<file path="src/rtl/matmul_operand_reader.sv">
//------------------------------------------------------------------------------
// matmul_operand_reader: fetches A, B and optional bias C from the scratchpad and
// streams them to the matmul calc block. Optional macro: SKIP_C_FETCH_EN.
// Revision: 1.0
//------------------------------------------------------------------------------
`default_nettype none

module matmul_operand_reader #(
   parameter int DATA_WIDTH = 8,
   parameter int BUS_WIDTH  = 16,
   parameter int ADDR_WIDTH = 32
) (
   input  logic                  clk_i,
   input  logic                  rst_ni,
   input  logic                  go_i,
   input  logic                  mode_i,
   input  logic [1:0]            n_dim_i,
   input  logic [1:0]            m_dim_i,
   output logic                  rd_en_o,
   output logic [ADDR_WIDTH-1:0] address_o,
   input  logic [BUS_WIDTH-1:0]  rd_data_i,
   output logic [BUS_WIDTH-1:0]  data_a_o,
   output logic [BUS_WIDTH-1:0]  data_b_o,
   output logic [BUS_WIDTH-1:0]  data_c_o,
   output logic                  start_o,
   output logic                  mode_o,
   input  logic                  finish_mul_i,
   output logic                  busy_o,
   output logic                  done_o
);

   localparam int MAX_DIM = BUS_WIDTH / DATA_WIDTH;
   localparam int NELEM   = MAX_DIM * MAX_DIM;
   localparam int IAW     = 2 * $clog2(MAX_DIM);
   localparam int IDXW    = ($clog2(NELEM + 1) > 5) ? $clog2(NELEM + 1) : 5;

   localparam logic [4:0]      OPERAND_A = 5'b00100;
   localparam logic [4:0]      OPERAND_B = 5'b01000;
   localparam logic [4:0]      OPERAND_C = 5'b10000;
   localparam logic [IDXW-1:0] ONE       = IDXW'(1);
   localparam logic [IDXW-1:0] S_MAX     = IDXW'(NELEM);

   typedef enum logic [2:0] {
      IDLE, FETCH_A, FETCH_B, FETCH_C, DRAIN, STREAM, DONE
   } state_t;

   state_t               state_q, state_d;
   state_t               pend_st_q;
   logic [IDXW-1:0]      pend_idx_q;
   logic [1:0]           n_q, m_q;
   logic                 mode_q;
   logic [IDXW-1:0]      idx_q, idx_d, s_q, s_d;
   logic [IDXW-1:0]      n_ext, m_ext, c_elems;
   logic                 skip_c;
   logic [BUS_WIDTH-1:0] a_q [MAX_DIM];
   logic [BUS_WIDTH-1:0] b_q [MAX_DIM];
   logic [BUS_WIDTH-1:0] c_q [NELEM];

   assign n_ext   = IDXW'(n_q);
   assign m_ext   = IDXW'(m_q);
   assign c_elems = (n_ext + ONE) * (m_ext + ONE);
   assign mode_o  = mode_q;

`ifdef SKIP_C_FETCH_EN
   assign skip_c = ~mode_q;
`else
   assign skip_c = 1'b0;
`endif

   always_ff @(posedge clk_i) begin
      if (!rst_ni) state_q <= IDLE;
      else         state_q <= state_d;
   end

   always_comb begin
      state_d   = state_q;
      idx_d     = idx_q;
      s_d       = s_q;
      rd_en_o   = 1'b0;
      address_o = '0;
      start_o   = 1'b0;
      done_o    = 1'b0;
      busy_o    = (state_q != IDLE);
      case (state_q)
         IDLE: begin
            if (go_i) begin
               state_d = FETCH_A;
               idx_d   = '0;
            end
         end
         FETCH_A: begin
            rd_en_o              = 1'b1;
            address_o[4:0]       = OPERAND_A;
            address_o[5 +: IAW]  = idx_q[IAW-1:0];
            if (idx_q == n_ext) begin
               idx_d   = '0;
               state_d = FETCH_B;
            end else begin
               idx_d = idx_q + ONE;
            end
         end
         FETCH_B: begin
            rd_en_o              = 1'b1;
            address_o[4:0]       = OPERAND_B;
            address_o[5 +: IAW]  = idx_q[IAW-1:0];
            if (idx_q == m_ext) begin
               idx_d   = '0;
               state_d = skip_c ? DRAIN : FETCH_C;
            end else begin
               idx_d = idx_q + ONE;
            end
         end
         FETCH_C: begin
            rd_en_o              = 1'b1;
            address_o[4:0]       = OPERAND_C;
            address_o[5 +: IAW]  = idx_q[IAW-1:0];
            if (idx_q == c_elems - ONE) begin
               idx_d   = '0;
               state_d = DRAIN;
            end else begin
               idx_d = idx_q + ONE;
            end
         end
         DRAIN: begin
            s_d     = '0;
            state_d = STREAM;
         end
         STREAM: begin
            start_o = 1'b1;
            if (finish_mul_i)       state_d = DONE;
            else if (s_q != S_MAX)  s_d = s_q + ONE;
         end
         DONE: begin
            done_o  = 1'b1;
            state_d = IDLE;
         end
         default: state_d = IDLE;
      endcase
   end

   // Read data lands one cycle after its strobe; the pending register names its slot.
   always_ff @(posedge clk_i) begin
      if (!rst_ni) begin
         pend_st_q  <= IDLE;
         pend_idx_q <= '0;
         idx_q      <= '0;
         s_q        <= '0;
         n_q        <= '0;
         m_q        <= '0;
         mode_q     <= 1'b0;
         for (int k = 0; k < MAX_DIM; k++) begin
            a_q[k] <= '0;
            b_q[k] <= '0;
         end
         for (int k = 0; k < NELEM; k++) c_q[k] <= '0;
      end else begin
         idx_q      <= idx_d;
         s_q        <= s_d;
         pend_st_q  <= rd_en_o ? state_q : IDLE;
         pend_idx_q <= idx_q;
         if (state_q == IDLE && go_i) begin
            n_q    <= n_dim_i;
            m_q    <= m_dim_i;
            mode_q <= mode_i;
            for (int k = 0; k < MAX_DIM; k++) begin
               a_q[k] <= '0;
               b_q[k] <= '0;
            end
            for (int k = 0; k < NELEM; k++) c_q[k] <= '0;
         end
         for (int k = 0; k < MAX_DIM; k++) begin
            if (pend_st_q == FETCH_A && pend_idx_q == IDXW'(k)) a_q[k] <= rd_data_i;
            if (pend_st_q == FETCH_B && pend_idx_q == IDXW'(k)) b_q[k] <= rd_data_i;
         end
         for (int k = 0; k < NELEM; k++)
            if (pend_st_q == FETCH_C && pend_idx_q == IDXW'(k)) c_q[k] <= rd_data_i;
      end
   end

   always_comb begin
      data_a_o = '0;
      data_b_o = '0;
      data_c_o = '0;
      if (state_q == STREAM) begin
         for (int k = 0; k < MAX_DIM; k++) begin
            if (s_q == IDXW'(k) && s_q <= n_ext) data_a_o = a_q[k];
            if (s_q == IDXW'(k) && s_q <= m_ext) data_b_o = b_q[k];
         end
         for (int k = 0; k < NELEM; k++)
            if (s_q == IDXW'(k) && s_q < c_elems) data_c_o = c_q[k];
      end
   end

endmodule

`default_nettype wire

</file>
<file path="config.mk">
export PLATFORM = sky130hd
export DESIGN_NAME = matmul_operand_reader
export DESIGN_NICKNAME = d
export VERILOG_FILES = /design/src/rtl/matmul_operand_reader.sv
export SDC_FILE = /design/constraint.sdc
export NUM_CORES = 1
export LEC_CHECK = 0
export CAP_MARGIN = 20
export CORE_ASPECT_RATIO = 0.5
export CORE_UTILIZATION = 45
export CTS_CLUSTER_DIAMETER = 40
export CTS_CLUSTER_SIZE = 10
export DETAILED_ROUTE_END_ITERATION = 6
export PLACE_DENSITY = 0.76
export SLEW_MARGIN = 5
export SYNTH_ARGS = -nofsm -noshare
export SYNTH_HDL_FRONTEND = slang
export SYNTH_SLANG_ARGS = --single-unit
</file>
<file path="constraint.sdc">
create_clock -name clk_i -period 9.53 [get_ports clk_i]
set_clock_uncertainty 0.2 [all_clocks]
set_input_delay 0.953 -clock clk_i [delete_from_list [all_inputs] [get_ports clk_i]]
set_output_delay 0.953 -clock clk_i [all_outputs]
set_load 0.005 [all_outputs]
</file>
==> results of run 1 <==
[worst max-delay path, stage by stage (launching register included)]
cell	delay [ns]
dfxtp_1	0.50
ha_1	0.31
and2_1	0.18
fa_1	0.46
ha_1	0.22
fa_1	0.38
xnor2_1	0.26
xnor2_2	0.16
ha_1	0.25
o21ai_1	0.07
nand2_1	0.38
a211oi_1	0.36
clkdlybuf4s50_1	0.56
[cell usage after synthesis (3+ instances only)]
cell,count,area [um^2]
a211oi_1,16,120
a21oi_1,8,40.0
a22o_1,17,149
a22oi_1,49,368
and2_1,125,782
buf_2,19,95.1
buf_4,28,210
clkbuf_1,15,56.3
dfxtp_1,42,841
edfxtp_1,112,3360
ha_1,19,238
inv_1,14,52.6
mux2i_1,3,30.0
nand2_1,11,41.3
nand2b_1,7,43.8
nand3_1,6,30.0
nand3b_1,3,22.5
nor2_1,52,195
nor2b_1,14,87.6
nor3_1,4,20.0
nor3_2,3,30.0
nor3b_1,4,30.0
o21a_1,7,52.6
o21ai_0,7,35.0
o22ai_1,16,100
xnor2_1,12,105
xor2_1,4,35.0
[state kept, by name, indices dropped and copies added (netlist names)]
name	flops
mode_o	1
idx_q	5
a_q	32
n_q	2
s_q	5
c_q	64
state_q	3
pend_st_q	3
m_q	2
b_q	32
pend_idx_q	5
[power by group through the flow]
stage | clock network [W] | registers (W) | logic [W]
floorplan | 0 | 0.000900 | 0.000276
global placement | 0 | 0.000913 | 0.000376
detailed placement | 0 | 0.000922 | 0.000385
CTS | 0.000693 | 0.000908 | 0.000389
global route | 0.000724 | 0.000922 | 0.000432
finish | 0.000692 | 0.000907 | 0.000386
[kinds of logic after synthesis]
family	after synthesis	share of synthesized area [%]
other	1	0.0499
AND/OR/NAND/NOR	247	19.2
multiplexers	4	0.549
XOR/XNOR	17	2.08
adder cells (fa/ha/maj)	21	3.69
buffers and inverters	76	5.51
flip-flops	154	55.9
AO/OA/AOI/OAI	134	13.0
[cell type report]
class,count,share of cell area [%]
clock buffers,19,4.90
clock inverters,13,1.70
inverters,14,0.582
multi-input cells,451,33.4
flip-flops and latches,154,46.5
well taps,221,3.06
repair buffers,91,9.83
[metal layers]
| layer | vias to the layer above | track usage, % |
|---|---|---|
| met1 | 2560 | 28.0 |
| li1 | 2454 | - |
| met4 | 0 | 7.16 |
| met2 | 164 | 35.3 |
| met5 | - | 0 |
| met3 | 27 | 4.32 |
[per-stage QoR]
step	area (um^2)	cells	total power (W)
2_1_floorplan	7620	681	0.00118
3_3_place_gp	8420	928	0.00129
3_5_place_dp	8420	929	0.00131
4_1_cts	9020	961	0.00199
5_1_grt	9030	963	0.00208
6_report	9030	963	0.00199
[worst max path at each step]
stage,from,to,slack [ns],depth (start not counted)
floorplan,m_q[0],data_c_o[10],5.20,12
global placement,m_q[0],data_c_o[10],4.42,12
detailed placement,m_q[0],data_c_o[10],4.29,12
CTS,m_q[0],data_c_o[10],3.83,12
global route,m_q[0],data_c_o[14],3.47,12
finish,m_q[0],data_c_o[15],3.85,12
==> summary.md, run 1 <==
| Metric | Value |
|---|---|
| FF+latch count, synth | `154` |
| Drt first-iter violations | `between 300 and 400` |
| Worst-case vdd ir drop | `around 130 uV` |
| Synth Instances | `654` |
| Final worst slack | `3.85 ns` |
| Required time worst endpoint | `8.38 ns` |
| Achievable frequency | `176 MHz` |
| Worst Max-Slew Pin Slew | `around 1.1 ns` |
| CP Class | `reg2out` |
| Core Rows | `32` |
| Fillers | `1,311` |
| Pin count of the biggest net entering global routing | `37` |
| Count of different cell masters after synthesis | `between 50 and 60` |
| Minimum clock period | `5.68 ns` |
| Reg-to-Reg Start | `m_q[0]` |
| Wire length on met3 | `891 um` |
| Multi-input gate area | `just over 3000 um^2` |
| Post-Syn Area | `7520 um^2` |
| Switching Share | `28.8%` |
| Syn Area/Cell | `11.5 um^2` |
| Cell internal pwr | `0.00141 W` |
| WHS Endpoint | `c_q[2][1]` |
| DIE AREA | `17,300 um^2` |
| Fin Hold WS | `0.286 ns` |
| Clock buffer depth | `2` |
| Met1 Wirelength | `7780 um` |
| Ant diodes | `0` |
| Port bufs | `82` |
| Post-CTS Setup Inserts | `0` |
| YS warnings | `0` |
| Hold Path Origin | `c_q[2][1]` |
| Via count | `5,205` |
| Clk pwr share | `34.9%` |
| H-tree Lvls | `4` |
| CP Launch Type | `register` |
| Post-CTS resize count | `0` |
| Starting Density | `47.4%` |
| Most frequent cells in the layout | `and2_1 (125), edfxtp_1 (112), clkdlybuf4s50_1 (82), nor2_1 (52), a22oi_1 (49)` |
| CTS Sinks | `about 150` |
| Nets | `775` |
| First-pass GRT wire length | `27,700 um` |
| Area grow syn2layout | `20.1%` |
| Post-CTS Hold Fix Bufs | `0` |
| End of the worst register-to-register path | `idx_q[4]` |
| Gpl congestion | `between 0.7 and 0.8` |
| Seq/Total Area, Yosys | `55.9%` |
| Drt drc | `0` |
| Worst slack, placed | `4.29 ns` |
| Hold depth | `1` |
| Total Wirelength | `17,300 um` |
| Clk_lat worst skew | `0.42 ns` |
| Met2 WL | `8340 um` |
| Drt wl/cell | `17.9 um` |
| Total gr overflow | `0` |
| Initial antenna violation count | `0` |
| Count of flip-flops with a built-in enable after synthesis | `around 110` |
| Hold WC Path Type | `reg2reg` |
| Inserted Clock Buffers | `17` |
| Most common cell after layout, fill and taps aside | `and2_1` |
| Post-DP HPWL | `11,700 um` |
| TritonRoute pass-1 iters | `5` |
| RSZ-0062 raised after global routing | `no` |
| Status | `finished, final reports clean` |
| Reg2Reg Setup Slack | `approximately 5.6 ns` |
| Final period utilization | `59.6%` |
| Slew HR | `26.8%` |
| Ys flop type | `edfxtp_1` |
| Clock-pin slew of the registers on the worst-case setup and hold paths | `approximately 0.06 ns` |
| Util after Layout | `57.0%` |
| Hold Fails Final Rpt | `0` |
| Share of cells above drive strength 1 | `7.95%` |
| Comb power frac | `19.5%` |
| Root buf cell | `clkbuf_16` |
| Setup crit end kind | `output port` |
| Max-cap viol count | `0` |
| Number of global-route vias before repair | `5,199` |
| Leak | `3.41 nW` |
| Setup tns final | `0 ns` |
| CTS tree | `done` |
| DIE WIDTH | `185 um` |
| Die height | `93.4 um` |
| Flop pwr share | `45.7%` |
| Top layer in use | `met4` |
| Vias/cell | `5.40` |
| P per Cell Area | `roughly 220 nW/um^2` |
| Synth async-reset ratio | `0%` |
| Final max-slew violation count | `0` |
| CP max FO | `16` |
| Final Setup Violations | `0` |
| Critical path data arrival time | `around 4.5 ns` |
| Gr usage total | `21.3%` |
| Antenna-violating nets left | `0` |
| Core Area | `15,900 um^2` |
| IO Pins | `110` |
| Worst R2R Path Depth | `11` |
| Switching component of the power | `0.000573 W` |
| Register area | `4200 um^2` |
Power figures use the tool's default switching activity.
==> run 2, diff against run 1 <==
clock period = 5.95 ns   (was 9.53 ns; I/O delays follow)
==> run 2 against run 1 <==
  * Count of clock-buffer cells in the layout stayed put
  * Largest power group unchanged
  * Sequential share of layout area is 0.17 points lower
  * Flip-flop and latch count stayed put
  * Core utilization is 0.21 points higher
  * Combinational power is 59% higher
  * Cell area is 0.36% higher
  * Critical path type unchanged
==> summary.md, run 2 (synthesis results as in run 1) <==
| Metric | Value |
|---|---|
| Worst Max-Slew Pin Slew | `1.07 ns (-0.0258 ns)` |
| Initial antenna violation count | `0 (unchanged)` |
| Clk_lat worst skew | `0.42 ns (about the same)` |
| First-pass GRT wire length | `27,400 um (-1.2%)` |
| Drt drc | `0 (unchanged)` |
| IO Pins | `110 (unchanged)` |
| Share of cells above drive strength 1 | `7.95% (unchanged)` |
| Post-CTS Hold Fix Bufs | `0 (unchanged)` |
| Hold Fails Final Rpt | `0 (unchanged)` |
| Port bufs | `82 (unchanged)` |
| P per Cell Area | `353 nW/um^2 (+61%)` |
| Top reg by flops | `c_q` |
| RSZ-0062 raised after global routing | `no` |
| Slowest CP cell | `clkdlybuf4s50_1` |
| Most frequent cells in the layout | `and2_1 (125), edfxtp_1 (112), clkdlybuf4s50_1 (82), nor2_1 (52), a22oi_1 (49)` |
| CP Class | `reg2out` |
| Number of global-route vias before repair | `5,014 (-3.6%)` |
| CP max FO | `16 (unchanged)` |
| Hold depth | `1 (unchanged)` |
| Buf+Inv Stages, Crit Path | `1 (unchanged)` |
| DIE AREA | `17,300 um^2 (unchanged)` |
| Setup crit end kind | `output port` |
| Root buf cell | `clkbuf_16` |
| Setup tns final | `0 ns (unchanged)` |
| Post-CTS Setup Inserts | `0 (unchanged)` |
| Final max-slew violation count | `0 (unchanged)` |
| Minimum clock period | `around 5.4 ns` |
| Achievable frequency | `187 MHz` |
| Max-cap viol count | `0 (unchanged)` |
| Final Setup Violations | `0 (unchanged)` |
| Core Area | `15,900 um^2 (unchanged)` |
| DIE WIDTH | `185 um (unchanged)` |
| Top delay family on crit path | `adder cells` |
| Util after Layout | `57.2% (+0.21 points)` |
| Pin count of the biggest net entering global routing | `37 (unchanged)` |
| CTS Sinks | `154 (unchanged)` |
| Post-CTS resize count | `0 (unchanged)` |
| Slowest stage delay, CP | `0.56 ns (about the same)` |
| Total Wirelength | `17,000 um (-1.7%)` |
| Nets | `775 (unchanged)` |
| Antenna-violating nets left | `0 (unchanged)` |
| CP cell instances | `ha_1 -> and2_1 -> fa_1 -> ha_1 -> fa_1 -> xnor2_1 -> xnor2_2 -> ha_1 -> o21ai_1 -> nand2_1 -> a211oi_1 -> clkdlybuf4s50_1` |
| Drt wl/cell | `17.6 um (-1.7%)` |
| CTS tree | `done` |
| Via count | `5,171 (-0.65%)` |
| H-tree Lvls | `4 (unchanged)` |
| Clock buffer depth | `2 (unchanged)` |
| Final period utilization | `90.1%` |
| Post-DP HPWL | `11,300 um (-3.0%)` |
| Starting Density | `47.4% (unchanged)` |
| Vias/cell | `5.37 (-0.65%)` |
| Hold WC Path Type | `reg2reg` |
| Regs by FF count | `c_q: 64 flops, a_q: 32 flops, b_q: 32 flops` |
| Slew HR | `28.6% (+1.7 points)` |
| TritonRoute pass-1 iters | `4 (-1)` |
| Clock-pin slew of the registers on the worst-case setup and hold paths | `0.07 ns (about the same)` |
| Gr usage total | `21.1% (-0.25 points)` |
| Most common cell after layout, fill and taps aside | `and2_1` |
| Worst-case vdd ir drop | `213 uV (+66%)` |
| Worst R2R Path Depth | `11 (unchanged)` |
| Status | `finished, final reports clean` |
| Ant diodes | `0 (unchanged)` |
| CP Launch Type | `register` |
| Required time worst endpoint | `5.16 ns (-3.22 ns)` |
| Worst slack, placed | `0.997 ns (-3.29 ns)` |
| Total gr overflow | `0 (unchanged)` |
| Cell count along the critical path | `12 (unchanged)` |
| Max reg flops | `64 (unchanged)` |
| Inserted Clock Buffers | `17 (unchanged)` |
| Area grow syn2layout | `20.5%` |
| Critical path data arrival time | `4.57 ns (+0.04 ns)` |
| Core Rows | `32 (unchanged)` |
| Gpl congestion | `0.800 (+0.14%)` |
| Leak | `3.42 nW (+0.30%)` |
| Die height | `93.4 um (unchanged)` |
| Most used cell, CP | `ha_1` |
| Final worst slack | `0.589 ns (-3.26 ns)` |
| Drt first-iter violations | `426 (+21%)` |
[run 2: cell types whose count changed in the layout (fill, tap and decap cells not counted), sizes merged]
cell    change
inv         -1
clkinv      +1
[run 2: worst paths after layout]
check,from,endpoint,slack [ns]
setup / recovery,m_q[0],data_c_o[2],0.59
setup reg to reg,m_q[0],idx_q[4],2.06
hold reg to reg,c_q[2][13],c_q[2][13],0.29
hold / removal,c_q[2][13],c_q[2][13],0.29
[run 2: area by class of cell]
type | count | area (um^2)
clock buffers | 19 | 454
clock inverters | 13 | 168
fillers | 1321 | 6790
inverters | 14 | 52.6
multi-input cells | 451 | 3020
flip-flops and latches | 154 | 4200
well taps | 221 | 277
repair buffers | 91 | 896
[run 2: report_power, final]
| part | total [W] | internal [W] | switching, W |
|---|---|---|---|
| Sequential | 0.00145 | 0.00137 | 0.0000833 |
| Clock | 0.00114 | 0.000661 | 0.000476 |
| Combinational | 0.000615 | 0.000254 | 0.000361 |
[run 2: per-stage QoR]
stage / instance area [um^2] / hold WS (ns) / std cells / power [W]
global placement: 8420 / 0.263 / 928 / 0.00207
detailed placement: 8430 / 0.266 / 930 / 0.00209
global route: 9070 / 0.309 / 963 / 0.00335
finish: 9070 / 0.288 / 963 / 0.00320
CTS: 9060 / 0.286 / 962 / 0.00322
floorplan: 7620 / 0.250 / 681 / 0.00188
[run 2: metal layers]
metal  track usage, %  part of all wire, %  vias up
met5                0                    0        -
met4             6.20                 0.95        0
met3             4.13                  5.3       16
met2             34.4                   48      176
met1             28.5                   46     2523
li1                 -                    -     2456
==> run 3, diff against run 2 <==
CORE_MARGIN = 1.5   (was not set)
==> run 3 against run 2 <==
  * Total power up 0.48%
  * First-iteration DRC count down 18%
  * Highest routed layer unchanged
  * Core utilization down 1.7 points
  * Combinational power up 1%
  * Critical path type unchanged
  * Global-route usage down 0.63 points
==> summary.md, run 3 (synthesis results as in run 1) <==
| Metric | Value |
|---|---|
| Top delay family on crit path | `adder cells` |
| Share of cells above drive strength 1 | `7.94% (-0.011 points)` |
| Ant diodes | `0 (unchanged)` |
| Final worst slack | `0.475 ns (-0.114 ns)` |
| Worst slack, placed | `0.968 ns (-0.0286 ns)` |
| Minimum clock period | `5.47 ns (+0.114 ns)` |
| Core Area | `16,400 um^2 (+3.1%)` |
| Pin count of the biggest net entering global routing | `37 (unchanged)` |
| Required time worst endpoint | `5.16 ns (about the same)` |
| Port bufs | `82 (unchanged)` |
| Critical path data arrival time | `4.68 ns (+0.11 ns)` |
| Setup tns final | `0 ns (unchanged)` |
| Starting Density | `46.0% (-1.4 points)` |
| Status | `finished, final reports clean` |
| Final max-slew violation count | `0 (unchanged)` |
| Top reg by flops | `c_q` |
| Non-filler instance count after layout | `970 (+0.73%)` |
| Worst-case vdd ir drop | `270 uV (+27%)` |
| Regs by FF count | `c_q: 64 flops, a_q: 32 flops, b_q: 32 flops` |
| Area grow syn2layout | `20.7%` |
| Root buf cell | `clkbuf_16` |
| Max-cap viol count | `0 (unchanged)` |
| Inserted Clock Buffers | `17 (unchanged)` |
| Gr usage total | `20.4% (-0.63 points)` |
| Die height | `94.4 um (+1.1%)` |
| TritonRoute pass-1 iters | `5 (+1)` |
| Vias/cell | `5.39 (+0.45%)` |
| Final Setup Violations | `0 (unchanged)` |
| Drt wl/cell | `17.7 um (+0.38%)` |
| Post-CTS Setup Inserts | `0 (unchanged)` |
| Worst Max-Slew Pin Slew | `1.05 ns (-0.0175 ns)` |
| Drt drc | `0 (unchanged)` |
| Post-CTS Hold Fix Bufs | `0 (unchanged)` |
| DIE WIDTH | `186 um (+0.54%)` |
| CP max FO | `16 (unchanged)` |
| Total Wirelength | `17,200 um (+1.1%)` |
| Drt first-iter violations | `350 (-18%)` |
| DIE AREA | `17,500 um^2 (+1.6%)` |
| Post-DP HPWL | `11,400 um (+0.76%)` |
| Final period utilization | `92.0% (+1.9 points)` |
| Placed insts | `936 (+0.65%)` |
| First-pass GRT wire length | `27,000 um (-1.4%)` |
| Clock-pin slew of the registers on the worst-case setup and hold paths | `0.07 ns (about the same)` |
| Buf+Inv Stages, Crit Path | `1 (unchanged)` |
| Hold WC Path Type | `reg2reg` |
| Max reg flops | `64 (unchanged)` |
| RSZ-0062 raised after global routing | `no` |
| Leak | `3.43 nW (+0.18%)` |
| Most common cell after layout, fill and taps aside | `and2_1` |
| CP Launch Type | `register` |
| CTS Sinks | `154 (unchanged)` |
| Achievable frequency | `183 MHz (-2.1%)` |
| Clock buffer depth | `2 (unchanged)` |
| Number of global-route vias before repair | `5,131 (+2.3%)` |
| CP cell instances | `ha_1 -> and2_1 -> fa_1 -> ha_1 -> fa_1 -> xnor2_1 -> xnor2_2 -> ha_1 -> o21ai_1 -> nand2_1 -> a211oi_1 -> clkdlybuf4s50_1` |
| Gpl congestion | `0.788 (-1.5%)` |
| P per Cell Area | `354 nW/um^2 (+0.34%)` |
| Setup crit end kind | `output port` |
| Antenna-violating nets left | `0 (unchanged)` |
| Slowest CP cell | `clkdlybuf4s50_1` |
| Util after Layout | `55.5% (-1.7 points)` |
| Slowest stage delay, CP | `0.56 ns (about the same)` |
| Clk_lat worst skew | `0.43 ns (about the same)` |
| Total gr overflow | `0 (unchanged)` |
| Most used cell, CP | `ha_1` |
| CP Class | `reg2out` |
| Via count | `5,232 (+1.2%)` |
| Hold Fails Final Rpt | `0 (unchanged)` |
| Post-CTS resize count | `0 (unchanged)` |
| Slew HR | `29.7% (+1.2 points)` |
| CTS tree | `done` |
| Core Rows | `33 (+3.1%)` |
| Most frequent cells in the layout | `and2_1 (125), edfxtp_1 (112), clkdlybuf4s50_1 (82), nor2_1 (52), a22oi_1 (49)` |
| IO Pins | `110 (unchanged)` |
| Nets | `776 (+0.13%)` |
| Initial antenna violation count | `0 (unchanged)` |
| Fillers | `1,370 (+3.7%)` |
| H-tree Lvls | `4 (unchanged)` |
-- run 3: cell type report --
type	instances	area [um^2]	share of cell area (%)
clock buffers	19	454	5.00
repair buffers	92	900	9.91
inverters	14	52.6	0.579
clock inverters	13	173	1.90
multi-input cells	451	3010	33.2
flip-flops and latches	154	4200	46.3
well taps	227	284	3.13
-- run 3: final timing paths --
path              cells past startpoint          end  slack (ns)  startpoint
setup / recovery                     12  data_c_o[4]        0.48      m_q[0]
hold / removal                        1   c_q[2][13]        0.29  c_q[2][13]
setup reg to reg                     11     idx_q[4]        2.11      m_q[0]
hold reg to reg                       1   c_q[2][13]        0.29  c_q[2][13]
-- run 3: worst register-to-register path, delay by kind of cell, from the launching register on --
family	cells	cell delay [ns]
AOI/OAI and AO/OA	3	0.76
adders and majority gates	4	1.50
and+or+nand+nor	2	0.44
DFF	1	0.51
xor gates and xnor gates	2	0.31
-- run 3: report_power, final --
group	total, W	leakage, nW	internal, W	switching (W)
Combinational	0.000622	1.57	0.000256	0.000365
Clock	0.00114	0.305	0.000664	0.000479
Sequential	0.00145	1.55	0.00137	0.0000858
-- run 3: through the flow --
| stage | power (W) | area [um^2] | hold slack, ns |
|---|---|---|---|
| 2_1_floorplan | 0.00188 | 7620 | 0.250 |
| 3_3_place_gp | 0.00207 | 8430 | 0.262 |
| 3_5_place_dp | 0.00209 | 8430 | 0.267 |
| 4_1_cts | 0.00323 | 9060 | 0.285 |
| 5_1_grt | 0.00335 | 9080 | 0.305 |
| 6_report | 0.00322 | 9080 | 0.287 |
-- run 3: routing by layer --
metal	GRT usage [%]	vias to the layer above	wire length [um]
li1	-	2465	-
met4	5.31	0	155
met3	4.44	16	941
met2	34.6	169	8370
met5	0	-	0
met1	26.7	2582	7690
